[src/rtl/cp0_ctrl.sv]
// cp0_ctrl: MIPS-style CP0 control for a multi-slot commit stage.
// Holds BadVAddr, Count, Compare, Status, Cause and EPC. Picks the oldest
// excepting slot, raises the redirect, and handles ERET and MTC0 gating.
// Optional build macro CP0_TIMER_INT_EN: Count==Compare raises Cause.TI and
// drives IP7; without it IP7 follows the synchronised hw_int[5].
module cp0_ctrl #(
    parameter int          ISSUE_W    = 2,
    parameter int          TICK_DIV   = 2,
    parameter logic [31:0] EXC_VECTOR = 32'hbfc00380
) (
    input  logic                   clk,
    input  logic                   rst,
    input  logic [ISSUE_W-1:0]     slot_valid,
    input  logic [32*ISSUE_W-1:0]  slot_pc,
    input  logic [ISSUE_W-1:0]     slot_ds,
    input  logic [7*ISSUE_W-1:0]   slot_exc,
    input  logic [32*ISSUE_W-1:0]  slot_badaddr,
    input  logic [ISSUE_W-1:0]     slot_eret,
    input  logic                   mtc0_we,
    input  logic [1:0]             mtc0_slot,
    input  logic [4:0]             mtc0_addr,
    input  logic [31:0]            mtc0_wdata,
    input  logic [4:0]             mfc0_addr,
    output logic [31:0]            mfc0_rdata,
    input  logic [5:0]             hw_int,
    output logic                   flush,
    output logic [31:0]            flush_pc,
    output logic [ISSUE_W-1:0]     exc_slot
);

    localparam int             DIV_W   = (TICK_DIV > 1) ? $clog2(TICK_DIV) : 1;
    localparam logic [DIV_W-1:0] DIV_MAX = DIV_W'(TICK_DIV - 1);
    localparam logic [1:0]     BAD_NONE = 2'd0;
    localparam logic [1:0]     BAD_PC   = 2'd1;
    localparam logic [1:0]     BAD_ADDR = 2'd2;

    // Exception code of the highest-priority cause within one slot.
    // exc bits: [6]=if_adel [5]=ri [4]=ov [3]=sys [2]=bp [1]=adel [0]=ades
    function automatic logic [4:0] f_exc_code(input logic irq, input logic [6:0] e);
        if (irq)       return 5'd0;
        else if (e[6]) return 5'd4;
        else if (e[5]) return 5'd10;
        else if (e[4]) return 5'd12;
        else if (e[3]) return 5'd8;
        else if (e[2]) return 5'd9;
        else if (e[1]) return 5'd4;
        else           return 5'd5;
    endfunction

    // Which value (if any) the winning cause loads into BadVAddr.
    function automatic logic [1:0] f_bad_src(input logic irq, input logic [6:0] e);
        if (irq)                     return BAD_NONE;
        else if (e[6])               return BAD_PC;
        else if (|e[5:2])            return BAD_NONE;
        else if (e[1] || e[0])       return BAD_ADDR;
        else                         return BAD_NONE;
    endfunction

    logic [5:0]        r_int_s1, r_int_s2;
    logic [DIV_W-1:0]  r_div;
    logic [31:0]       r_count, r_compare, r_badvaddr, r_epc;
    logic [7:0]        r_im;
    logic              r_exl, r_ie, r_bd;
    logic [1:0]        r_ip_sw;
    logic [4:0]        r_exccode;

    logic              w_tick, w_count_wr, w_compare_wr, w_mtc0_ok;
    logic [31:0]       w_count_nxt;
    logic              w_ip7, w_ti, w_int_pending;
    logic [7:0]        w_ip;
    logic              w_found, w_exc_take, w_eret_take, w_sel_ds;
    logic [1:0]        w_exc_idx, w_bad_src;
    logic [ISSUE_W-1:0] w_exc_oh;
    logic [4:0]        w_exc_code;
    logic [31:0]       w_sel_pc, w_sel_ba;

    assign w_ip          = {w_ip7, r_int_s2[4:0], r_ip_sw};
    assign w_int_pending = r_ie && !r_exl && ((w_ip & r_im) != 8'd0);

    // Oldest valid slot with an exception (or the slot-0 interrupt) or an ERET wins.
    always_comb begin
        w_found     = 1'b0;
        w_exc_take  = 1'b0;
        w_eret_take = 1'b0;
        w_exc_idx   = 2'd0;
        w_exc_oh    = '0;
        w_exc_code  = 5'd0;
        w_bad_src   = BAD_NONE;
        w_sel_pc    = 32'd0;
        w_sel_ds    = 1'b0;
        w_sel_ba    = 32'd0;
        for (int i = 0; i < ISSUE_W; i++) begin
            if (!w_found && slot_valid[i]) begin
                if ((|slot_exc[7*i +: 7]) || (i == 0 && w_int_pending)) begin
                    w_found     = 1'b1;
                    w_exc_take  = 1'b1;
                    w_exc_idx   = 2'(i);
                    w_exc_oh[i] = 1'b1;
                    w_exc_code  = f_exc_code(i == 0 && w_int_pending, slot_exc[7*i +: 7]);
                    w_bad_src   = f_bad_src(i == 0 && w_int_pending, slot_exc[7*i +: 7]);
                    w_sel_pc    = slot_pc[32*i +: 32];
                    w_sel_ds    = slot_ds[i];
                    w_sel_ba    = slot_badaddr[32*i +: 32];
                end else if (slot_eret[i]) begin
                    w_found     = 1'b1;
                    w_eret_take = 1'b1;
                end
            end
        end
    end

    // An MTC0 commits only if no slot at or older than it takes an exception.
    assign w_mtc0_ok    = mtc0_we && !(w_exc_take && (w_exc_idx <= mtc0_slot));
    assign w_count_wr   = w_mtc0_ok && (mtc0_addr == 5'd9);
    assign w_compare_wr = w_mtc0_ok && (mtc0_addr == 5'd11);
    assign w_tick       = (r_div == DIV_MAX);
    assign w_count_nxt  = w_count_wr ? mtc0_wdata : (r_count + 32'd1);

    // Redirect outputs are held quiet while reset is asserted.
    assign flush    = rst && w_found;
    assign exc_slot = rst ? w_exc_oh : '0;
    assign flush_pc = (rst && w_eret_take) ? r_epc : EXC_VECTOR;

    // Two-flop synchroniser for the external interrupt lines.
    always_ff @(posedge clk or negedge rst) begin
        if (!rst) begin
            r_int_s1 <= 6'd0;
            r_int_s2 <= 6'd0;
        end else begin
            r_int_s1 <= hw_int;
            r_int_s2 <= r_int_s1;
        end
    end

    // Count advances once per TICK_DIV clocks; a software write reloads it and restarts the divider.
    always_ff @(posedge clk or negedge rst) begin
        if (!rst) begin
            r_div   <= '0;
            r_count <= 32'd0;
        end else if (w_count_wr) begin
            r_div   <= '0;
            r_count <= mtc0_wdata;
        end else if (w_tick) begin
            r_div   <= '0;
            r_count <= w_count_nxt;
        end else begin
            r_div   <= r_div + 1'b1;
        end
    end

`ifdef CP0_TIMER_INT_EN
    logic r_ti;
    // Timer interrupt latches when Count reaches Compare; a Compare write acknowledges it.
    always_ff @(posedge clk or negedge rst) begin
        if (!rst) begin
            r_ti <= 1'b0;
        end else if (w_compare_wr) begin
            r_ti <= 1'b0;
        end else if ((w_count_wr || w_tick) && (w_count_nxt == r_compare)) begin
            r_ti <= 1'b1;
        end
    end
    assign w_ip7 = r_ti;
    assign w_ti  = r_ti;
`else
    assign w_ip7 = r_int_s2[5];
    assign w_ti  = 1'b0;
`endif

    // Architectural registers: MTC0 first, then ERET, then exception entry overrides.
    always_ff @(posedge clk or negedge rst) begin
        if (!rst) begin
            r_badvaddr <= 32'd0;
            r_compare  <= 32'd0;
            r_epc      <= 32'd0;
            r_im       <= 8'd0;
            r_exl      <= 1'b0;
            r_ie       <= 1'b0;
            r_bd       <= 1'b0;
            r_ip_sw    <= 2'd0;
            r_exccode  <= 5'd0;
        end else begin
            if (w_compare_wr) r_compare <= mtc0_wdata;
            if (w_mtc0_ok && mtc0_addr == 5'd12) begin
                r_im  <= mtc0_wdata[15:8];
                r_exl <= mtc0_wdata[1];
                r_ie  <= mtc0_wdata[0];
            end
            if (w_mtc0_ok && mtc0_addr == 5'd13) r_ip_sw <= mtc0_wdata[9:8];
            if (w_mtc0_ok && mtc0_addr == 5'd14) r_epc   <= mtc0_wdata;
            if (w_eret_take) r_exl <= 1'b0;
            if (w_exc_take) begin
                r_exl     <= 1'b1;
                r_exccode <= w_exc_code;
                // A nested exception keeps the outer EPC/BD so ERET still returns there.
                if (!r_exl) begin
                    r_epc <= w_sel_ds ? (w_sel_pc - 32'd4) : w_sel_pc;
                    r_bd  <= w_sel_ds;
                end
                if (w_bad_src == BAD_PC)   r_badvaddr <= w_sel_pc;
                if (w_bad_src == BAD_ADDR) r_badvaddr <= w_sel_ba;
            end
        end
    end

    // Combinational read of pre-edge register values.
    always_comb begin
        mfc0_rdata = 32'd0;
        case (mfc0_addr)
            5'd8:    mfc0_rdata = r_badvaddr;
            5'd9:    mfc0_rdata = r_count;
            5'd11:   mfc0_rdata = r_compare;
            5'd12:   mfc0_rdata = {9'd0, 1'b1, 6'd0, r_im, 6'd0, r_exl, r_ie};
            5'd13:   mfc0_rdata = {r_bd, w_ti, 14'd0, w_ip, 1'b0, r_exccode, 2'b00};
            5'd14:   mfc0_rdata = r_epc;
            default: mfc0_rdata = 32'd0;
        endcase
    end

endmodule

[config.mk]
export PLATFORM = sky130hd
export DESIGN_NAME = cp0_ctrl
export DESIGN_NICKNAME = d
export VERILOG_FILES = /design/src/rtl/cp0_ctrl.sv
export SDC_FILE = /design/constraint.sdc
export NUM_CORES = 1
export LEC_CHECK = 0
export BUFFER_PORTS_ARGS = -buffer_cell sky130_fd_sc_hd__buf_2
export CORE_AREA = 10 10 164 166
export CTS_BUF_LIST = sky130_fd_sc_hd__clkbuf_16
export DETAILED_ROUTE_END_ITERATION = 16
export DIE_AREA = 0 0 174 176
export PLACE_DENSITY = 0.71
export SLEW_MARGIN = 25
export SYNTH_ARGS = -nofsm -noshare
export SYNTH_HDL_FRONTEND = slang
export SYNTH_SLANG_ARGS = --single-unit
[constraint.sdc]
create_clock -name clk -period 7.7 [get_ports clk]
set_input_delay 0.385 -clock clk [delete_from_list [all_inputs] [get_ports clk]]
set_output_delay 0.385 -clock clk [all_outputs]
set_load 0.02 [all_outputs]
**Word level (Yosys, flattened, before mapping)**

Index checks and enable logic that the tools add are counted.

- Register bits after elaboration: 159
- Bits of input ports: 201
- Output and inout bits: 67
- Logic and storage cells: 135

- Add/subtract/negate cells: 3
- Magnitude comparators: 1
- Equal/unequal tests: 13
- Mux-type cells: 75
- Bitwise gates (word level): 2
- Reduce and logical (&&, ||, !) cells: 28

Operator list:

| kind | number |
|---|---|
| 32-bit 2-to-1 mux | 17 |
| 32-bit case mux with 6 select lines | 1 |
| 5-bit by 4-bit equality test with 1-bit output, second input constant | 11 |
| 4-bit 2-to-1 mux | 12 |
| 32-bit by 1-bit adder with 32-bit output, second input constant | 1 |
| 32-bit by 3-bit subtractor with 32-bit output, second input constant | 1 |
| 1-bit 2-to-1 mux | 30 |
| 2-bit 2-to-1 mux | 12 |
| 5-bit 2-to-1 mux | 3 |
| 7-bit OR reduction | 2 |
| 1-bit logical AND | 12 |
| 8-bit AND | 1 |
| 8-bit nonzero test | 1 |
| 4-bit OR reduction | 2 |
| 2-bit AND reduction | 2 |
| 2-bit nonzero test | 2 |
| 1-bit zero test | 3 |
| 1-bit logical OR | 3 |
| 3-bit nonzero test | 1 |
| 2-bit by 1-bit equality test with 1-bit output, second input constant | 1 |
| 2-bit equality test, second input constant | 1 |
| 2-bit <= comparator | 1 |
| 1-bit adder, second input constant | 1 |
| 1-bit inverter | 1 |

**Logic depth before layout (Yosys ltp)**

Gate-level depths: netlist of the first run.

- Depth in word-level cells: 17
- Mapped depth: 17
- Mapped depth without buffers: 14

**Worst setup path after synthesis of the first run**

Ideal clock, no wire load.

- Kind: input to register
- Start point: input slot_exc[5]
- End point: register r_badvaddr[27]
- Setup time: 0.064 ns
- Arrival: 3.544 ns
- Data required time: 7.636 ns
- Setup slack: 4.091 ns
- Cell stages on the path: 14
- Path buffers: 5
- Cell sequence: or4_4 -> o41a_4 -> nor2_8 -> buf_2 -> buf_2 -> buf_2 -> nand2_1 -> o31ai_1 -> ha_1 -> or2_2 -> buf_2 -> clkbuf_1 -> a211oi_1 -> a21o_1

- Cells in the longest elaborated chain, start to end: 11
- Elaborated cells on any way between the ends: 32

RTL lines:

| item | line | text |
|---|---|---|
| from (decl) | 16 | `input logic [7*ISSUE_W-1:0] slot_exc,` |
| 4-bit OR reduction | 54 | `else if (\|e[5:2]) return BAD_NONE;` |
| 2-bit 2-to-1 mux | 54 |  |
| 2-bit 2-to-1 mux | 53 | `else if (e[6]) return BAD_PC;` |
| 2-bit 2-to-1 mux | 52 | `if (irq) return BAD_NONE;` |
| 2-bit 2-to-1 mux | 94 | `if ((\|slot_exc[7*i +: 7]) \|\| (i == 0 && w_int_pending)) begin` |
| 2-bit 2-to-1 mux | 93 | `if (!w_found && slot_valid[i]) begin` |
| 2-bit 2-to-1 mux | 94 |  |
| 2-bit 2-to-1 mux | 93 |  |
| 2-bit by 1-bit equality test with 1-bit output or 2-bit equality test (tied branches) | 200, 201 |  |
| 2-bit nonzero test (no source line) | n/a |  |
| 2-bit AND reduction (no source line) | n/a |  |
| to (signal assigned) | 200 | `if (w_bad_src == BAD_PC) r_badvaddr <= w_sel_pc;` |
| to (signal assigned) | 201 | `if (w_bad_src == BAD_ADDR) r_badvaddr <= w_sel_ba;` |
| to (decl) | 61 | `logic [31:0] r_count, r_compare, r_badvaddr, r_epc;` |

Several ways; a longest one is shown, not always the timed one. The select of a mux whose other input is x is not followed.
A chain may end at the register's enable or synchronous reset.

**Final worst setup path of the first run**

- Start point: register r_im[6]
- End point: register r_epc[29]

- Cells in the longest elaborated chain, start to end: 17
- Elaborated cells on any way between the ends: 31

RTL lines:

| item | line | text |
|---|---|---|
| from (decl) | 62 | `logic [7:0] r_im;` |
| from (signal assigned) | 185 | `r_im <= mtc0_wdata[15:8];` |
| 8-bit AND (*) | 78 | `assign w_int_pending = r_ie && !r_exl && ((w_ip & r_im) != 8'd0);` |
| 8-bit nonzero test (*) | 78 |  |
| 1-bit logical AND (*) | 78 |  |
| 1-bit logical OR (*) | 94 |  |
| parallel branches: the longest is 12 deep, another holds 32-bit by 3-bit subtractor with 32-bit output | n/a |  |
| 32-bit 2-to-1 mux (*) | 192 | `if (w_exc_take) begin` |
| to (signal assigned) | 190 | `if (w_mtc0_ok && mtc0_addr == 5'd14) r_epc <= mtc0_wdata;` |
| to (signal assigned) | 197 | `r_epc <= w_sel_ds ? (w_sel_pc - 32'd4) : w_sel_pc;` |
| to (decl) | 61 |  |

Mark *: on every way between the ends.

==> reports/qor.log, run 1 <==
[placed_design] half-perimeter wire length after placement 30000 um
[yosys] Synthesis Warnings 0
[cts] maximum number of buffers from clock root to sink 2
[routing] aggregate routed wire length 39300 um
[setup_path] max incr delay on CP 0.77 ns
[yosys] top cells by area, synth sky130_fd_sc_hd__dfrtp_1 38%, sky130_fd_sc_hd__mux2_2 8.1%, sky130_fd_sc_hd__o21ai_0 6.6%
[yosys] post-synthesis instance area 0.0104 mm2
[die] die area 0.0306 mm2
[global_routing] largest net degree at the start of global routing 95
[routing] Final ANT Viol Nets 0
[timing] unrepaired setup endpoints after global routing no
[cts] Hold Buf Count CTS 0
[timing] setup clock skew after layout 0.00919 ns
[cts] TritonCTS Buffers 17
[setup_path] cell breakdown of the critical path a22oi_1, nand2_1, o21ai_2, nand2_4, nor2_4, inv_2, ha_1, o32ai_1, nand4_1, buf_4, nor3b_1, a311o_1, a211oi_1
[yosys] flip-flop and latch count after synthesis 158
[placed_design] count of input and output buffers 267
[power_and_ir_drop] maximum VDD drop 0.144 mV
[power_and_ir_drop] power density of the placed cells 207 mW/mm2
[job] number of maximum-capacitance constraint violations 0
[yosys] post-synthesis sequential area ratio 37.9%
[global_routing] number of antenna violations at the first check in global routing 4
[layout] Area growth, synth to finish 20.5%
[cts] post-CTS clock slew at the launch and capture registers of the worst setup and hold paths 0.07 ns
[yosys] cells after synthesis 1212
[routing] DR iter-0 viols 1027
[setup_path] worst setup path startpoint r_im[6]
[cts] Clock Sinks 158
[timing] hold violation total from the final report 0
[routing] average wire per cell in the routed design 22.3 um
[placed_design] Final GP Congestion 0.917
[timing] worst hold slack after final layout 0.0223 ns
[setup_path] standard cell with the maximum stage delay on the critical path sky130_fd_sc_hd__nand4_1
[global_routing] global-route wire length before repair 60300 um
[timing] peak clock frequency supported by timing 0.176 GHz
[yosys] Yosys top cell area share 37.9%
[yosys] fraction of registers with async set/reset 100%
[worst_hold_path] class of the tightest hold or removal check in2async
[yosys] Cell variety after synth 78
[setup_path] maximum fanout encountered on the critical timing path 81
[setup_path] kind of critical path reg2reg
[timing] post-layout minimum cycle time 5.69 ns
[yosys] dominant register cell in the synthesized netlist sky130_fd_sc_hd__dfrtp_1
[yosys] total nets after synthesis 1417
[timing] TNS Setup 0 ns
[die] area of the core 0.0238 mm2
[routing] detailed-route vias per instance 5.87
[setup_path] capturing element type of the critical path register
[setup_path] kind of cell adding the most delay to the critical path compound AO/OA/AOI/OAI gates
[die] I/O pin total 268
[cts] H-tree Lvls 4
[cts] clock tree from TritonCTS yes
[cts] post-CTS setup buffer count 0
[timing] final setup violation count 0
[status] status complete, no violations
[yosys] most repeated cell in the gate-level netlist after synthesis sky130_fd_sc_hd__nand2_1
[layout] layout cell share with drive strength beyond 1 28.9%
[die] starting density of the core 43.8%
[global_routing] sum of overflow across all layers after global routing 0
[routing] DRC violation count after routing 0
[yosys] post-synth top area cell sky130_fd_sc_hd__dfrtp_1
[global_routing] global-route usage over all layers 24.8%
[setup_path] required time of the worst setup path 8.03 ns
[setup_path] beginning of the worst register-to-register path r_im[6]
[timing] count of final max-slew check failures 0
[global_routing] via count of the first global-routing pass 10100
[setup_path] startpoint class of the critical path register
[yosys] most used standard cells in the synthesized netlist 165 x sky130_fd_sc_hd__nand2_1, 158 x sky130_fd_sc_hd__dfrtp_1, 138 x sky130_fd_sc_hd__o21ai_0
[die] vertical extent of the die 176 um
[routing] drt pass-1 iters 6
[timing] Period Utilization, post-route 73.8%
[setup_path] arrival time worst endpoint 6.02 ns
[routing] vias after detailed routing 10400
[cts] clock root buffer sky130_fd_sc_hd__clkbuf_16
[timing] Worst slew margin 32.6%
[die] number of placement rows 57
[yosys] Avg Synthesized Cell Area 8.62 um2
[power_and_ir_drop] Leak 0.00587 uW
[cts] clock insertion delay at the later pin of the skew report 0.43 ns
[setup_path] Bufs and invs on worst path 2
[layout] net count of the finished layout 1631
[yosys] number of synthesized flops with an enable pin 0
[timing] transition time at the pin with the least slew margin 1.01 ns
[die] Die Width 174 um
[cts] number of cells upsized or downsized after cts 0
## cell type report
| type | count | area, um2 |
|---|---|---|
| fill | 2284 | 11200 |
| antenna | 2 | 5.00 |
| tap | 324 | 405 |
| multi-input combinational | 961 | 6130 |
| timing repair buffer | 279 | 1430 |
| clock inverter | 15 | 199 |
| sequential | 158 | 3950 |
| inverter | 9 | 33.8 |
| clock buffer | 17 | 425 |
## logic make-up (layout without fill, tap and decap cells)
logic type	Yosys count	after routing	synth area share [%]
and+or+nand+nor	464	464	22.3
muxes	114	114	11.8
AOI/OAI and AO/OA	329	329	19.7
other	0	2	0
DFF	158	158	37.9
xor gates and xnor gates	50	50	4.19
adders and majority gates	4	4	0.479
buffers and inverters	93	320	3.69
## flip-flops by register name (all words and copies together) (netlist names)
| register | count |
|---|---|
| r_count | 32 |
| r_int_s2 | 6 |
| r_compare | 32 |
| r_exccode | 4 |
| r_exl | 1 |
| r_div | 1 |
| r_int_s1 | 6 |
| r_badvaddr | 32 |
| r_bd | 1 |
| r_epc | 32 |
| r_im | 8 |
| r_ie | 1 |
| r_ip_sw | 2 |
## metrics by stage
step                instances  area (um2)  util [%]  power, uW  worst slack [ns]
floorplan                1212       10400         -       1460              4.09
global placement         1731       11900      50.1       1690              2.36
detailed placement       1731       11900      50.2       1710              2.20
CTS                      1763       12600      52.8       2600              2.17
global route             1763       12600      52.8       2730              1.72
finish                   1765       12600      52.8       2610              2.01
## worst paths after layout
check	to	slack, ns	cells after the start
setup / recovery	r_epc[29]	2.01	13
hold / removal	r_badvaddr[27]	0.02	1
setup reg to reg	r_epc[29]	2.01	13
hold reg to reg	r_int_s2[5]	0.36	0
max in group asynchronous	r_epc[22]	6.23	2
min in group clk	r_int_s1[1]	0.05	1
## worst register-to-register path: cells and delay by family (launching register included)
family / cells / cell delay [ns]
simple gates: 5 / 2.14
fa+ha+maj: 1 / 0.29
buf+inv: 2 / 0.62
compound gates: 5 / 2.14
flops: 1 / 0.40
## where the power goes
| group | internal [uW] | leakage [uW] | switching [uW] | total (uW) |
|---|---|---|---|---|
| Sequential | 992 | 0.00202 | 162 | 1150 |
| Combinational | 252 | 0.00355 | 305 | 557 |
| Clock | 522 | 0.000303 | 377 | 899 |
## cell usage in the layout, fill, tap and decap left out, drive strengths merged, types with 8 or more instances in the layout
master / n
clkbuf: 17
o21ai: 144
buf: 279
nor4: 10
a21oi: 65
a22oi: 32
nor3: 27
nand2: 166
inv: 16
nor2: 66
mux2i: 39
nand4: 15
a21o: 16
and3: 42
mux2: 75
nand2b: 15
o31ai: 8
nand3: 61
xnor2: 27
dfrtp: 158
and2: 29
a211oi: 22
xor2: 23
## routing by layer
metal	global-route usage, %	vias to the layer above	share of wire [%]
met5	0	-	0.066
met2	37.3	511	44
met3	8.09	38	9.8
met1	33.9	4993	45
met4	5.95	4	1.3
li1	-	4813	-
Power figures use the tool's default switching activity.
==> inputs of run 2 (changes only) <==
PLACE_DENSITY = 0.73   (was 0.71)
clock period = 4.9 ns   (was 7.7 ns; I/O delays follow)
==> reports/qor.log, run 2 (synthesis gave the netlist of run 1 again) <==
[cts] clock tree from TritonCTS yes
[layout] Sequential cell area 0.00395 mm2 [unchanged]
[power_and_ir_drop] fraction of power consumed by combinational cells 21.2% [about the same]
[timing] unrepaired setup endpoints after global routing no
[routing] drt pass-1 iters 5 [-1]
[setup_path] reg-to-reg setup timing slack 0.70 ns [-1.31 ns]
[setup_path] maximum fanout encountered on the critical timing path 40 [-51%]
[routing] vias after detailed routing 10500 [+1.5%]
[power_and_ir_drop] Sequential Power Share 43.9% [-0.3 points]
[layout] Core Util, Final 53.5% [+0.64 points]
[timing] setup clock skew after layout 0.00938 ns [+0.000185 ns]
[timing] peak clock frequency supported by timing 0.238 GHz [+35%]
[timing] Period Utilization, post-route 85.7% [+12 points]
[timing] transition time at the pin with the least slew margin 1.04 ns [+0.0331 ns]
[cts] Hold Buf Count CTS 7 [+7]
[setup_path] startpoint class of the critical path register
[layout] combined area of the multi-input logic cells 0.00612 mm2 [-0.18%]
[timing] final setup violation count 0 [unchanged]
[setup_path] max incr delay on CP 0.78 ns [about the same]
[placed_design] count of input and output buffers 267 [unchanged]
[layout] layout cell share with drive strength beyond 1 28.9% [about the same]
[routing] aggregate routed wire length 39500 um [+0.48%]
[power_and_ir_drop] Leak 0.00595 uW [+1.4%]
[setup_path] kind of critical path reg2reg
[setup_path] capturing element type of the critical path register
[setup_path] cell breakdown of the critical path and3b_1, o21a_1, nor2_8, and3_1, a21oi_1, ha_1, nand3_1, nor4_1, nand3_1, a22oi_2, nand3_1, or3_1, a31o_2
[routing] detailed-route vias per instance 5.91 [+0.72%]
[global_routing] via count of the first global-routing pass 10400 [+3.6%]
[routing] DRC violation count after routing 0 [unchanged]
[die] Die Width 174 um [unchanged]
[cts] post-CTS setup buffer count 0 [unchanged]
[layout] most common cell after layout, fill and taps aside sky130_fd_sc_hd__buf_2
[die] number of placement rows 57 [unchanged]
[power_and_ir_drop] share of total power in the clock network 34.9% [+0.4 points]
[layout] number of filler instances in the final layout 2319 [+1.5%]
[setup_path] most used cell along the critical path sky130_fd_sc_hd__nand3_1
[placed_design] count of placed standard cells including taps 1740 [+0.52%]
[cts] clock insertion delay at the later pin of the skew report 0.43 ns [about the same]
[timing] post-layout minimum cycle time 4.20 ns [-1.49 ns]
[cts] maximum number of buffers from clock root to sink 2 [unchanged]
[layout] diode insertion count for antenna repair 0 [-2]
[placed_design] half-perimeter wire length after placement 30400 um [+1.3%]
[power_and_ir_drop] internal power 2860 uW [+62%]
[die] starting density of the core 43.8% [unchanged]
[power_and_ir_drop] switching share of power 31.3% [-1.1 points]
[power_and_ir_drop] power density of the placed cells 327 mW/mm2 [+58%]
[cts] clock root buffer sky130_fd_sc_hd__clkbuf_16
[cts] H-tree Lvls 4 [unchanged]
[layout] net count of the finished layout 1647 [+0.98%]
[power_and_ir_drop] maximum VDD drop 0.177 mV [+23%]
[layout] Area growth, synth to finish 22.0%
[status] status complete, no violations
[setup_path] arrival time worst endpoint 4.53 ns [-1.49 ns]
[timing] Worst slew margin 30.1% [-2.5 points]
[timing] count of final max-slew check failures 0 [unchanged]
[global_routing] sum of overflow across all layers after global routing 0 [unchanged]
[routing] average wire per cell in the routed design 22.2 um [-0.32%]
[die] area of the core 0.0238 mm2 [unchanged]
[cts] post-CTS clock slew at the launch and capture registers of the worst setup and hold paths 0.07 ns [about the same]
[cts] TritonCTS Buffers 17 [unchanged]
[global_routing] global-route usage over all layers 25.0% [+0.20 points]
[global_routing] global-route wire length before repair 60700 um [+0.68%]
[die] I/O pin total 268 [unchanged]
[placed_design] Final GP Congestion 0.956 [+4.3%]
[cts] Clock Sinks 158 [unchanged]
[routing] DR iter-0 viols 1064 [+3.6%]
[cts] number of cells upsized or downsized after cts 0 [unchanged]
[layout] highest-count cells in the layout ignoring fill and taps 266 x sky130_fd_sc_hd__buf_2, 165 x sky130_fd_sc_hd__nand2_1, 158 x sky130_fd_sc_hd__dfrtp_1, 138 x sky130_fd_sc_hd__o21ai_0, 75 x sky130_fd_sc_hd__mux2_2
[layout] Layout Cells excl Fill 1779 [+0.79%]
[die] die area 0.0306 mm2 [unchanged]
[power_and_ir_drop] switching power 1300 uW [+54%]
[routing] Final ANT Viol Nets 0 [unchanged]
[die] vertical extent of the die 176 um [unchanged]
[worst_hold_path] class of the tightest hold or removal check in2reg
[setup_path] standard cell with the maximum stage delay on the critical path sky130_fd_sc_hd__o21a_1
[timing] hold violation total from the final report 0 [unchanged]
[setup_path] required time of the worst setup path 5.23 ns [-2.80 ns]
[global_routing] largest net degree at the start of global routing 81 [-15%]
[global_routing] number of antenna violations at the first check in global routing 1 [-3]
[job] number of maximum-capacitance constraint violations 0 [unchanged]
[timing] TNS Setup 0 ns [unchanged]
[run 2: cell count changes in the layout (fill, tap and decap cells not counted), sizes merged, moves of 2 or more]
| cell | delta |
|---|---|
| buf | +9 |
| bufinv | +2 |
| clkinv | +3 |
| diode | -2 |
| dlygate4sd3 | +7 |
| inv | -6 |
[run 2: worst max-delay path, delay by kind of cell, from the launching register on]
family | cells | cell delay, ns
flops | 1 | 0.44
compound gates | 4 | 1.61
simple gates | 8 | 1.78
fa+ha+maj | 1 | 0.23
[run 2: routing by layer]
metal	vias to the layer above	GRT usage (%)	part of all wire, %
li1	4834	-	-
met2	566	38.1	44
met1	5067	34.8	44
met3	47	6.94	10
met4	2	5.45	1.4
met5	-	0	0.033
[run 2: final cells by class]
cell class / count / area share [%]
multi-input cells: 961 / 48.0
flip-flops and latches: 158 / 31.0
repair buffers: 295 / 12.4
clock buffers: 17 / 3.34
well taps: 324 / 3.18
clock inverters: 15 / 1.71
inverters: 9 / 0.265
[run 2: path summary, 6_finish.rpt]
kind / endpoint / startpoint / depth (start not counted)
hold reg to reg: r_int_s2[4] / r_int_s1[4] / 0
hold / removal: r_count[3] / mtc0_wdata[3] / 3
min in group asynchronous: r_exccode[3] / rst / 2
max in group asynchronous: r_int_s1[4] / rst / 4
setup / recovery: r_epc[30] / r_exl / 13
setup reg to reg: r_epc[30] / r_exl / 13
[run 2: stage by stage]
| stage | cell area, um2 | worst slack (ns) | hold WS [ns] | total power [uW] |
|---|---|---|---|---|
| after detailed placement | 12000 | 0.804 | 0.208 | 2700 |
| final | 12700 | 0.701 | 0.0658 | 4160 |
| after floorplan | 10400 | 1.43 | -0.0506 | 2300 |
| after global placement | 12000 | 0.902 | 0.205 | 2670 |
| after global routing | 12700 | 0.393 | 0.0895 | 4350 |
| after CTS | 12700 | 0.775 | 0.0538 | 4150 |
[run 2: power by group through the flow]
stage               Combinational (uW)  Clock (uW)  Sequential [uW]
floorplan                          580           0             1720
global placement                   845           0             1820
detailed placement                 868           0             1830
CTS                                879        1460             1810
global route                       983        1520             1850
finish                             885        1450             1830
==> inputs of run 3 (changes only) <==
PLACE_DENSITY = 0.76   (was 0.73)
==> reports/qor.log, run 3 (synthesis gave the netlist of run 1 again) <==
[global_routing] met2 capacity usage during global routing 38.5% [+0.35 points]
[routing] DR iter-0 viols 1163 [+9.3%]
[global_routing] busiest layer in global routing met2
[setup_path] capturing element type of the critical path register
[worst_hold_path] class of the tightest hold or removal check in2reg
[setup_path] capture point of the worst path r_epc[30]
[layout] number of filler instances in the final layout 2261 [-2.5%]
[timing] unrepaired setup endpoints after global routing no
[timing] final setup violation count 0 [unchanged]
[layout] highest-count cells in the layout ignoring fill and taps 266 x sky130_fd_sc_hd__buf_2, 165 x sky130_fd_sc_hd__nand2_1, 158 x sky130_fd_sc_hd__dfrtp_1, 138 x sky130_fd_sc_hd__o21ai_0, 75 x sky130_fd_sc_hd__mux2_2
[timing] Period Utilization, post-route 89.7% [+4.0 points]
[setup_path] endpoint of the lowest-slack register-to-register path r_epc[30]
[routing] DRC violation count after routing 0 [unchanged]
[routing] drt pass-1 iters 5 [unchanged]
[setup_path] maximum fanout encountered on the critical timing path 35 [-13%]
[layout] most common cell after layout, fill and taps aside sky130_fd_sc_hd__buf_2
[die] die area 0.0306 mm2 [unchanged]
[setup_path] startpoint class of the critical path register
[cts] Clock Sinks 158 [unchanged]
[routing] detailed-route vias per instance 5.90 [-0.25%]
[setup_path] reg2reg path depth 13 [unchanged]
[setup_path] worst setup path startpoint r_exl
[timing] Worst slew margin 28.5% [-1.6 points]
[cts] H-tree Lvls 4 [unchanged]
[cts] maximum number of buffers from clock root to sink 2 [unchanged]
[layout] net count of the finished layout 1641 [-0.36%]
[setup_path] most used cell along the critical path sky130_fd_sc_hd__nand3_1
[power_and_ir_drop] power consumption 3920 uW [-5.9%]
[setup_path] cell breakdown of the critical path and3b_1, o21a_1, nor2_8, and3_1, a21oi_1, ha_1, nand3_1, nor4_1, nand3_1, a22oi_2, nand3_1, or3_1, a31o_2
[setup_path] required time of the worst setup path 5.22 ns [about the same]
[routing] vias after detailed routing 10500 [-0.53%]
[setup_path] arrival time worst endpoint 4.71 ns [+0.18 ns]
[global_routing] sum of overflow across all layers after global routing 0 [unchanged]
[setup_path] kind of cell adding the most delay to the critical path simple AND/OR/NAND/NOR gates
[global_routing] number of antenna violations at the first check in global routing 4 [+3]
[placed_design] half-perimeter wire length after placement 30400 um [about the same]
[die] I/O pin total 268 [unchanged]
[status] status complete, no violations
[timing] transition time at the pin with the least slew margin 1.07 ns [+0.0239 ns]
[cts] clock tree from TritonCTS yes
[timing] hold violation total from the final report 0 [unchanged]
[global_routing] M1 GR Usage 34.6% [-0.18 points]
[placed_design] dpl ws 0.633 ns [-0.170 ns]
[cts] Hold Buf Count CTS 7 [unchanged]
[placed_design] Final GP Congestion 0.953 [-0.38%]
[global_routing] met3 Resource Use GR 7.22% [+0.28 points]
[global_routing] global-route usage over all layers 25.2% [+0.24 points]
[setup_path] max incr delay on CP 0.82 ns [+0.04 ns]
[cts] clock root buffer sky130_fd_sc_hd__clkbuf_16
[timing] peak clock frequency supported by timing 0.227 GHz [-4.5%]
[setup_path] Bufs and invs on worst path 0 [unchanged]
[die] area of the core 0.0238 mm2 [unchanged]
[routing] aggregate routed wire length 39900 um [+1.1%]
[global_routing] largest net degree at the start of global routing 84 [+3.7%]
[cts] post-CTS clock slew at the launch and capture registers of the worst setup and hold paths 0.06 ns [about the same]
[die] vertical extent of the die 176 um [unchanged]
[die] number of placement rows 57 [unchanged]
[timing] setup clock skew after layout 0.00587 ns [-0.00351 ns]
[routing] average wire per cell in the routed design 22.5 um [+1.4%]
[timing] worst path setup slack after routing 0.503 ns [-0.198 ns]
[cts] TritonCTS Buffers 17 [unchanged]
[power_and_ir_drop] maximum VDD drop 0.248 mV [+41%]
[worst_hold_path] number of cells on the worst hold path 3 [unchanged]
[cts] number of cells upsized or downsized after cts 0 [unchanged]
[timing] count of final max-slew check failures 0 [unchanged]
[global_routing] global-route wire length before repair 61100 um [+0.73%]
[setup_path] beginning of the worst register-to-register path r_exl
[timing] TNS Setup 0 ns [unchanged]
[setup_path] critical path depth 13 [unchanged]
[routing] Final ANT Viol Nets 0 [unchanged]
[power_and_ir_drop] power density of the placed cells 311 mW/mm2 [-4.8%]
[die] starting density of the core 43.8% [unchanged]
[global_routing] via count of the first global-routing pass 10200 [-1.9%]
[setup_path] reg-to-reg setup timing slack 0.50 ns [-0.20 ns]
[die] Die Width 174 um [unchanged]
[setup_path] standard cell with the maximum stage delay on the critical path sky130_fd_sc_hd__o21a_1
[setup_path] kind of critical path reg2reg
[timing] post-layout minimum cycle time 4.40 ns [+0.198 ns]
[job] number of maximum-capacitance constraint violations 0 [unchanged]
[power_and_ir_drop] Leak 0.00587 uW [-1.3%]
[placed_design] count of input and output buffers 267 [unchanged]
[cts] post-CTS setup buffer count 0 [unchanged]
[cts] clock insertion delay at the later pin of the skew report 0.43 ns [about the same]
[layout] layout cell share with drive strength beyond 1 28.6% [-0.36 points]
[layout] Area growth, synth to finish 20.5%
run 3: cell count changes in the layout (fill, tap and decap cells not counted), sizes merged:
cell / change
diode: +1
buf: -6
clkinvlp: +3
inv: +1
bufinv: -4
run 3: through the flow:
| step | cell area [um2] | hold WS, ns | std cells | utilization (%) |
|---|---|---|---|---|
| 2_1_floorplan | 10400 | -0.0506 | 1212 | - |
| 3_3_place_gp | 12000 | 0.334 | 1734 | 50.3 |
| 3_5_place_dp | 12000 | 0.336 | 1734 | 50.3 |
| 4_1_cts | 12600 | 0.0408 | 1773 | 52.8 |
| 5_1_grt | 12600 | 0.0674 | 1774 | 52.8 |
| 6_report | 12600 | 0.0655 | 1774 | 52.8 |
run 3: cell type report:
cell class / instances / area [um2] / area share (%)
multi-input cells: 961 / 6130 / 48.7
clock inverters: 15 / 108 / 0.855
diodes: 1 / 2.50 / 0.0199
flip-flops and latches: 158 / 3950 / 31.4
well taps: 324 / 405 / 3.22
inverters: 9 / 33.8 / 0.268
clock buffers: 17 / 425 / 3.38
repair buffers: 289 / 1530 / 12.1
run 3: worst register-to-register path, stage by stage (launching register included):
cell,delay [ns]
sky130_fd_sc_hd__dfrtp_1,0.45
sky130_fd_sc_hd__and3b_1,0.28
sky130_fd_sc_hd__o21a_1,0.82
sky130_fd_sc_hd__nor2_8,0.23
sky130_fd_sc_hd__and3_1,0.28
sky130_fd_sc_hd__a21oi_1,0.29
sky130_fd_sc_hd__ha_1,0.27
sky130_fd_sc_hd__nand3_1,0.08
sky130_fd_sc_hd__nor4_1,0.22
sky130_fd_sc_hd__nand3_1,0.16
sky130_fd_sc_hd__a22oi_2,0.37
sky130_fd_sc_hd__nand3_1,0.22
sky130_fd_sc_hd__or3_1,0.36
sky130_fd_sc_hd__a31o_2,0.25
run 3: worst min-delay path by stage:
stage                               from             to  slack [ns]
after floorplan                      rst  r_badvaddr[0]       -0.05
after global placement       r_int_s1[3]    r_int_s2[3]        0.33
after detailed placement     r_int_s1[1]    r_int_s2[1]        0.34
after CTS                 mtc0_wdata[19]    r_count[19]        0.04
after global routing      mtc0_wdata[28]    r_count[28]        0.07
final                      mtc0_wdata[5]     r_count[5]        0.07
run 3: routing by layer:
metal / share of wire, % / routed length (um)
met1: 44 / 17600
met2: 44 / 17600
met3: 10 / 3980
met4: 1.8 / 716
met5: 0.085 / 34
run 3: report_power, final:
part | switching [uW] | total, uW | internal [uW]
Combinational | 486 | 886 | 400
Sequential | 256 | 1820 | 1560
Clock | 534 | 1220 | 684
Total | 1280 | 3920 | 2640
